$ cat config.mk
export PLATFORM = sky130hd
export DESIGN_NAME = dsp_opmode_sequencer
export DESIGN_NICKNAME = d
export VERILOG_FILES = /design/src/rtl/dsp_opmode_sequencer.sv
export SDC_FILE = /design/constraint.sdc
export NUM_CORES = 1
export LEC_CHECK = 0
export CAP_MARGIN = 20
export CORE_MARGIN = 4
export CORE_UTILIZATION = 59
export CTS_BUF_LIST = sky130_fd_sc_hd__clkbuf_8
export DETAILED_ROUTE_END_ITERATION = 16
export HOLD_SLACK_MARGIN = 0.06
export PLACE_DENSITY = 0.92
export SLEW_MARGIN = 20
export SYNTH_ARGS = -nofsm -noshare
export SYNTH_HDL_FRONTEND = slang
export SYNTH_SLANG_ARGS = --single-unit
$ cat constraint.sdc
create_clock -name CLK -period 5.6 [get_ports CLK]
set_input_delay 0.84 -clock CLK [delete_from_list [all_inputs] [get_ports CLK]]
set_output_delay 0.84 -clock CLK [all_outputs]
set_load 0.03 [all_outputs]
$ cat src/rtl/dsp_opmode_sequencer.sv
// rtl/dsp_opmode_sequencer.sv - MUL/MAC command sequencer for one DSP48A1 slice
// Gates sample flow, tags each sample with its OPMODE and flags results leaving the P register.
module dsp_opmode_sequencer #(
  parameter int LEN_W = 8
) (
  input  logic             CLK,
  input  logic             RST,
  input  logic             cmd_valid,
  output logic             cmd_ready,
  input  logic [1:0]       cmd_mode,
  input  logic [LEN_W-1:0] cmd_len,
  input  logic             s_valid,
  output logic             s_ready,
  output logic             ce_ab,
  output logic             ce_m,
  output logic             ce_p,
  output logic [7:0]       opmode,
  output logic             res_valid,
  output logic             res_last,
  output logic             busy,
  output logic             done
);

  typedef enum logic [1:0] {IDLE, RUN, DRAIN, DONE} state_t;

  localparam logic [1:0] MODE_MUL    = 2'd0;
  localparam logic [1:0] MODE_MAC    = 2'd1;
  localparam logic [1:0] MODE_PREADD = 2'd2;

  state_t           r_state, w_next;
  logic [1:0]       r_mode;
  logic [LEN_W-1:0] r_len, r_cnt;
  logic             r_v1, r_v2;
  logic [7:0]       r_tag1, r_tag2, r_opm_hold;
  logic             r_rf1, r_rf2, r_lf1, r_lf2;
  logic             r_res_valid, r_res_last;

  logic             w_accept, w_first, w_last, w_res;
  logic [7:0]       w_tag;

  assign w_accept = s_valid & s_ready;
  assign w_first  = (r_cnt == '0);
  // r_len is never zero in RUN, so len-1 cannot underflow.
  assign w_last   = (r_cnt == r_len - LEN_W'(1));
  assign w_res    = (r_mode == MODE_MUL) | w_last;

  always_comb begin
    w_tag = 8'h01;
    case (r_mode)
      MODE_MUL:    w_tag = 8'h01;
      MODE_MAC:    w_tag = w_first ? 8'h01 : 8'h09;
      MODE_PREADD: w_tag = w_first ? 8'h11 : 8'h19;
      default:     w_tag = w_first ? 8'h51 : 8'h59;
    endcase
  end

  always_comb begin
    w_next    = r_state;
    cmd_ready = 1'b0;
    s_ready   = 1'b0;
    busy      = 1'b1;
    done      = 1'b0;
    case (r_state)
      IDLE: begin
        cmd_ready = 1'b1;
        busy      = 1'b0;
        if (cmd_valid) w_next = (cmd_len == '0) ? DONE : RUN;
      end
      RUN: begin
        s_ready = 1'b1;
        if (s_valid && w_last) w_next = DRAIN;
      end
      DRAIN: begin
        if (r_res_valid && r_res_last) w_next = DONE;
      end
      default: begin
        done   = 1'b1;
        w_next = IDLE;
      end
    endcase
  end

  always_ff @(posedge CLK or posedge RST) begin
    if (RST) begin
      r_state <= IDLE;
      r_mode  <= '0;
      r_len   <= '0;
      r_cnt   <= '0;
    end else begin
      r_state <= w_next;
      if (r_state == IDLE && cmd_valid) begin
        r_mode <= cmd_mode;
        r_len  <= cmd_len;
        r_cnt  <= '0;
      end else if (w_accept) begin
        r_cnt <= r_cnt + LEN_W'(1);
      end
    end
  end

  // Tags shift every cycle; only the valid bits decide whether a stage is enabled.
  always_ff @(posedge CLK or posedge RST) begin
    if (RST) begin
      r_v1        <= 1'b0;
      r_v2        <= 1'b0;
      r_tag1      <= '0;
      r_tag2      <= '0;
      r_rf1       <= 1'b0;
      r_rf2       <= 1'b0;
      r_lf1       <= 1'b0;
      r_lf2       <= 1'b0;
      r_res_valid <= 1'b0;
      r_res_last  <= 1'b0;
      r_opm_hold  <= '0;
    end else begin
      r_v1        <= w_accept;
      r_v2        <= r_v1;
      r_tag1      <= w_tag;
      r_tag2      <= r_tag1;
      r_rf1       <= w_res;
      r_rf2       <= r_rf1;
      r_lf1       <= w_last;
      r_lf2       <= r_lf1;
      r_res_valid <= r_v2 & r_rf2;
      r_res_last  <= r_v2 & r_rf2 & r_lf2;
      if (r_v2) r_opm_hold <= r_tag2;
    end
  end

  assign ce_ab     = w_accept;
  assign ce_m      = r_v1;
  assign ce_p      = r_v2;
  assign opmode    = r_v2 ? r_tag2 : r_opm_hold;
  assign res_valid = r_res_valid;
  assign res_last  = r_res_last;

endmodule

==> results.txt, run 1 <==
Post-CTS setup buffer count: 0
CTS tree: yes
Most used standard cell by instance count after synthesis: sky130_fd_sc_hd__dfrtp_1
Number of I/O pins: 31
Peak-usage layer in the global routing report: met2
Crit path launch type: primary input
Top cell types by occurrence after synthesis: sky130_fd_sc_hd__dfrtp_1, sky130_fd_sc_hd__nand2_1, sky130_fd_sc_hd__nor2_1
Tot GR Track Use: 20.7%
Worst slew pin tran: 0.752 ns
Most area-hungry cell type in the Yosys netlist: sky130_fd_sc_hd__dfrtp_1
Count of instances resized after the clock tree is built: 0
Count of distinct cell types in the synthesized netlist: 36
Initial core utilization: 62.3%
Pin count of the biggest net entering global routing: 45
Met2 track demand over resource: 35.4%
Setup CP Type: primary input to output pin
Overall Power: 1.20 mW
Share of the yosys chip area belonging to registers: 56.9%
Worst Setup End Kind: output pin
Final slew viol count: 0
Power per unit of standard cell area: 507 mW/mm²
Hold-fix buffers, CTS: 0
Biggest area contributors in the synthesized netlist: sky130_fd_sc_hd__dfrtp_1, sky130_fd_sc_hd__nand2_1, sky130_fd_sc_hd__ha_1, sky130_fd_sc_hd__xnor2_1, sky130_fd_sc_hd__xor2_1
Max frequency: 313 MHz
Number of DRC violations after detailed-routing iteration 0: 41
Deepest clock path buffer count: 2
Reported max-cap violation count: 0
Fin Hold WS: 0.353 ns
Vert. Die Dim: 65.3 µm
Number of synthesis warnings: 0
IO buf count: 30
Final setup TNS: 0 ns
Area share of the largest cell type after synthesis: 56.9%
CTS Buf Count: 5
Setup violations, final: 0
WP data arrival: 2.35 ns
Class of the worst hold path: register to register
Tmin final: 3.19 ns
Share of final-layout standard cells stronger than drive strength 1: 8.02%
Number of antenna cells inserted: 0
Endpoints failing hold: 0
Final Net Count: 233
Estimated wirelength of the detail-placed design: 2.85 mm
Most common flop cell mapped by yosys: sky130_fd_sc_hd__dfrtp_1
Post-Layout Cell Count: 256
Number of antenna violations at the first check in global routing: 0
Number of remaining DRC errors: 0
Detailed Routing Iterations Pass 1: 4
Wire length per cell after detailed routing: 14.7 µm
Maximum vdd ir drop: 259 µV
Setup skew after layout: 0.00945 ns
Setup repair after global routing missed its margin: false
Routability-driven placement congestion ratio: 0.872
Post-synthesis net count: 200
Root buffer cell: sky130_fd_sc_hd__clkbuf_8
Clock sink total: 44
Wire length of the first global-routing pass: 6.56 mm
Post-Route WL: 3.76 mm
Cell Rows: 20
#FFs+latches synth: 44
Placed cell count: 248
Post-Syn Area: 0.00193 mm²
Headroom to the max-slew limit: 49.8%
Vias per cell: 5.45
Clock input transition at the sequential cells of the worst setup and hold paths: 0.08 ns
Status: finished clean
Clock insertion delay at the later pin of the skew report: 0.30 ns
Leakage power: 1.11 nW
Area enclosed by the die boundary: 0.00426 mm²
Count of mapped cells out of synthesis: 178
Average cell area after synthesis: 10.9 µm²
Area of the core: 0.00310 mm²
Endpoint required time on the critical path: 4.76 ns
Number of global-route vias before repair: 1,457
Count of H-tree levels built during CTS: 2
Layout overhead on the synthesized area: 22.7%
Die Span X: 65.3 µm
Final critical-path share of the clock period: 57.0%
Final core utilization: 76.5%
M3 GR Usage: 6.84%
Total via count in the routed design: 1,396
Global route total overflow: 0
Post-synth ARST share: 100%
Largest fanout on the critical path: 8
Met1 capacity usage during global routing: 22.8%
EDFF count, synth: 0
Count of antenna-violating nets left after detailed routing: 0
[critical path: stages]
cell	delay, ns
sky130_fd_sc_hd__clkdlybuf4s50_1	0.48
sky130_fd_sc_hd__and2_1	0.30
sky130_fd_sc_hd__clkdlybuf4s50_1	0.73
[layout make-up]
| class | instances | area, µm² |
|---|---|---|
| clock buffers | 5 | 68.8 |
| clock inverters | 3 | 23.8 |
| fillers | 227 | 729 |
| inverters | 10 | 37.5 |
| multi-input cells | 119 | 779 |
| flip-flops and latches | 44 | 1100 |
| well taps | 44 | 55.1 |
| repair buffers | 31 | 308 |
[where the power goes]
part / switching [mW] / internal (mW)
registers: 0.0827 / 0.412
clock network: 0.110 / 0.0882
logic: 0.289 / 0.221
total: 0.482 / 0.721
[registers in the layout, summed over array words and instances, names as in the netlist]
register    cells
r_rf1           1
res_last        1
r_mode          2
r_opm_hold      8
r_cnt           8
r_len           8
res_valid       1
r_rf2           1
r_tag1          4
r_lf2           1
r_state         2
r_tag2          4
ce_m            1
r_lf1           1
ce_p            1
[layout by cell type (no fill, tap or decap), drive strengths merged, types with 3 or more instances in the layout]
cell / instances
nor2b: 5
nand2: 30
xnor2: 8
nand3: 3
ha: 8
xor2: 8
dfrtp: 44
inv: 10
clkbuf: 5
and2: 3
mux2: 5
nor2: 17
clkdlybuf4s50: 30
mux2i: 3
o21ai: 4
[per-stage QoR]
stage / setup slack (ns) / cell area (µm²)
floorplan: 2.88 / 1930
global placement: 2.41 / 2280
detailed placement: 2.40 / 2280
CTS: 2.40 / 2370
global route: 2.35 / 2370
finish: 2.41 / 2370
[logic make-up (layout without fill, tap and decap cells)]
group	Yosys count	in the layout	synth area share [%]
AND/OR/NAND/NOR	73	73	18.2
adder cells (fa/ha/maj)	8	8	5.17
flip-flops	44	44	56.9
multiplexers	8	8	4.46
other	1	1	0.194
XOR/XNOR	16	16	7.24
buffers and inverters	15	49	2.91
AO/OA/AOI/OAI	13	13	4.85
[final timing paths]
check	from	to	slack, ns	depth (start not counted)
setup / recovery	s_valid	ce_ab	2.41	3
hold / removal	r_tag1[4]$_DFF_PP0_	r_tag2[4]$_DFF_PP0_	0.35	0
setup reg to reg	r_len[0]$_DFFE_PP0P_	r_state[1]$_DFFE_PP0P_	2.68	6
hold reg to reg	r_tag1[4]$_DFF_PP0_	r_tag2[4]$_DFF_PP0_	0.35	0
max in group asynchronous	RST	r_cnt[3]$_DFFE_PP0P_	4.27	3
min in group asynchronous	RST	r_len[7]$_DFFE_PP0P_	0.97	3
[metal layers]
layer / wire, µm / vias to the layer above / part of all wire, %
met4: 104 / 0 / 2.8
met2: 1970 / 49 / 52
li1: - / 654 / -
met1: 1460 / 680 / 39
met5: 0 / - / 0
met3: 221 / 13 / 5.9
Note: power is estimated with default switching activity, not from simulation.
==> run 2, diff against run 1 <==
--- a/config.mk
+++ b/config.mk
@@ -7,11 +7,11 @@
 export LEC_CHECK = 0
 export CAP_MARGIN = 20
 export CORE_MARGIN = 4
-export CORE_UTILIZATION = 59
+export CORE_UTILIZATION = 55
 export CTS_BUF_LIST = sky130_fd_sc_hd__clkbuf_8
 export DETAILED_ROUTE_END_ITERATION = 16
 export HOLD_SLACK_MARGIN = 0.06
-export PLACE_DENSITY = 0.92
+export PLACE_DENSITY = 0.87
 export SLEW_MARGIN = 20
 export SYNTH_ARGS = -nofsm -noshare
 export SYNTH_HDL_FRONTEND = slang
==> constraint.sdc (replaced) <==
create_clock -name CLK -period 3.3 [get_ports CLK]
set_input_delay 0.495 -clock CLK [delete_from_list [all_inputs] [get_ports CLK]]
set_output_delay 0.495 -clock CLK [all_outputs]
set_load 0.03 [all_outputs]
==> results.txt, run 2 (synthesis gave the netlist of run 1 again) <==
Post-CTS setup buffer count: 0
Post-detailed-placement cell area: 0.00229 mm²
CTS Buf Count: 5
Wire length of the first global-routing pass: 6.27 mm
Routability-driven placement congestion ratio: 0.854
Leakage power: 1.13 nW
WP data arrival: 3.16 ns
Clock sink total: 44
Number of DRC violations after detailed-routing iteration 0: 70
Vias per cell: 5.33
Layout overhead on the synthesized area: 23.9%
Clock power frac: 18.6%
Clock insertion delay at the later pin of the skew report: 0.28 ns
Proportion of power drawn by combinational gates: 41.2%
Number of antenna cells inserted: 0
Pin count of the biggest net entering global routing: 45
Number of I/O pins: 31
Setup violations, final: 0
Most frequent standard cell in the layout excluding fill and tap cells: sky130_fd_sc_hd__dfrtp_1
Highest cell delay on the worst timing path: 0.57 ns
Count of H-tree levels built during CTS: 2
Number of antenna violations at the first check in global routing: 0
Total buffers and inverters traversed by the critical path: 0
Area enclosed by the die boundary: 0.00453 mm²
Estimated wirelength of the detail-placed design: 2.79 mm
Share of total power in sequential cells: 40.2%
Setup skew after layout: 0.00552 ns
Status: finished clean
Final setup TNS: 0 ns
Vert. Die Dim: 67.3 µm
Deepest clock path buffer count: 2
Reported net switching power: 0.802 mW
Share of final-layout standard cells stronger than drive strength 1: 7.51%
Area of the core: 0.00336 mm²
Detailed Routing Iterations Pass 1: 5
Hold-fix buffers, CTS: 0
Global route total overflow: 0
Switching power share of the total: 38.2%
IO buf count: 30
Setup repair after global routing missed its margin: false
Highest-count cells in the layout ignoring fill and taps: sky130_fd_sc_hd__dfrtp_1, sky130_fd_sc_hd__nand2_1, sky130_fd_sc_hd__clkdlybuf4s50_1, sky130_fd_sc_hd__nor2_1, sky130_fd_sc_hd__inv_1
Minimum setup slack in the final design: 0.307 ns
Endpoints failing hold: 0
Tmin final: 2.99 ns
Headroom to the max-slew limit: 54.6%
Setup CP Type: register to register
Critical-path cell list: or4_4 -> or4b_1 -> a221oi_2 -> o2111ai_1 -> a222oi_1 -> mux2_1
Count of antenna-violating nets left after detailed routing: 0
Power per unit of standard cell area: 878 mW/mm²
Final core utilization: 71.2%
Cell Rows: 21
Number of remaining DRC errors: 0
Maximum vdd ir drop: 552 µV
Number of global-route vias before repair: 1,430
Max frequency: 334 MHz
Final slew viol count: 0
Count of instances resized after the clock tree is built: 0
Internal power summed over all cells: 1.30 mW
Final non-filler cell area: 0.00240 mm²
Tot GR Track Use: 18.6%
Die Span X: 67.3 µm
Class of the worst hold path: register to register
Reported max-cap violation count: 0
Worst slew pin tran: 0.679 ns
Initial core utilization: 57.5%
Endpoint required time on the critical path: 3.47 ns
Clock input transition at the sequential cells of the worst setup and hold paths: 0.08 ns
Largest fanout on the critical path: 4
Worst setup slack before clock tree synthesis: 0.343 ns
CTS tree: yes
Dominant delay contributor by cell family on the critical path: simple AND/OR/NAND/NOR gates
Crit path launch type: register
Final Net Count: 234
Final critical-path share of the clock period: 90.7%
Wire length per cell after detailed routing: 14.5 µm
Cell at the slowest stage of the critical path: sky130_fd_sc_hd__or4_4
Largest registers ranked by flip-flop count: r_cnt: 8 flops, r_len: 8 flops, r_opm_hold: 8 flops
Post-Route WL: 3.75 mm
Root buffer cell: sky130_fd_sc_hd__clkbuf_8
Worst Setup End Kind: register
Total via count in the routed design: 1,381
-- run 2: changes by cell type in the layout (fill, tap and decap cells not counted), sizes merged --
cell      change
inv           +1
buf           +1
clkinvlp      -2
bufinv        +1
-- run 2: per-stage QoR --
stage	total power [mW]	instances	hold WS (ns)
6_report	2.10	259	0.355
4_1_cts	2.11	259	0.359
5_1_grt	2.24	259	0.368
3_3_place_gp	1.65	251	0.332
3_5_place_dp	1.71	251	0.340
2_1_floorplan	1.43	178	0.331
-- run 2: per-layer routing --
layer | vias to the layer above | global-route usage (%) | wire (µm)
li1 | 649 | - | -
met1 | 674 | 20.8 | 1490
met2 | 47 | 32.8 | 1960
met3 | 11 | 4.99 | 210
met4 | 0 | 8.86 | 89
met5 | - | 0 | 0
-- run 2: layout make-up --
cell class,instances,area [µm²]
clock buffers,5,68.8
clock inverters,3,38.8
flip-flops and latches,44,1100
well taps,46,57.6
fillers,255,967
multi-input cells,119,777
inverters,10,37.5
repair buffers,32,315
-- run 2: final timing paths --
kind,from,slack (ns),to,cells past startpoint
max in group asynchronous,RST,2.29,r_state[1]$_DFFE_PP0P_,3
max reg2reg,r_len[0]$_DFFE_PP0P_,0.31,r_state[1]$_DFFE_PP0P_,6
min in group asynchronous,RST,0.64,r_cnt[4]$_DFFE_PP0P_,3
min,r_tag1[6]$_DFF_PP0_,0.36,r_tag2[6]$_DFF_PP0_,0
max,r_len[0]$_DFFE_PP0P_,0.31,r_state[1]$_DFFE_PP0P_,6
min reg2reg,r_tag1[6]$_DFF_PP0_,0.36,r_tag2[6]$_DFF_PP0_,0
-- run 2: power by group through the flow --
stage	registers, mW	clock network (mW)	logic [mW]
final	0.845	0.391	0.867
after global routing	0.866	0.427	0.945
after CTS	0.845	0.401	0.868
after detailed placement	0.854	0	0.860
after global placement	0.835	0	0.817
after floorplan	0.822	0	0.607
-- run 2: worst reg2reg max path: cells and delay by family, from the launching register on --
| kind | cells | cell delay, ns |
|---|---|---|
| AND/OR/NAND/NOR | 2 | 1.07 |
| multiplexers | 1 | 0.38 |
| AO/OA/AOI/OAI | 3 | 1.00 |
| flip-flops | 1 | 0.42 |
==> run 3, diff against run 2 <==
--- a/config.mk
+++ b/config.mk
@@ -10,6 +10,7 @@
 export CORE_UTILIZATION = 55
 export CTS_BUF_LIST = sky130_fd_sc_hd__clkbuf_8
 export DETAILED_ROUTE_END_ITERATION = 16
+export GPL_ROUTABILITY_DRIVEN = 0
 export HOLD_SLACK_MARGIN = 0.06
 export PLACE_DENSITY = 0.87
 export SLEW_MARGIN = 20
==> results of run 3 <==
Final layout, timing and power as in run 2 (identical DEF).
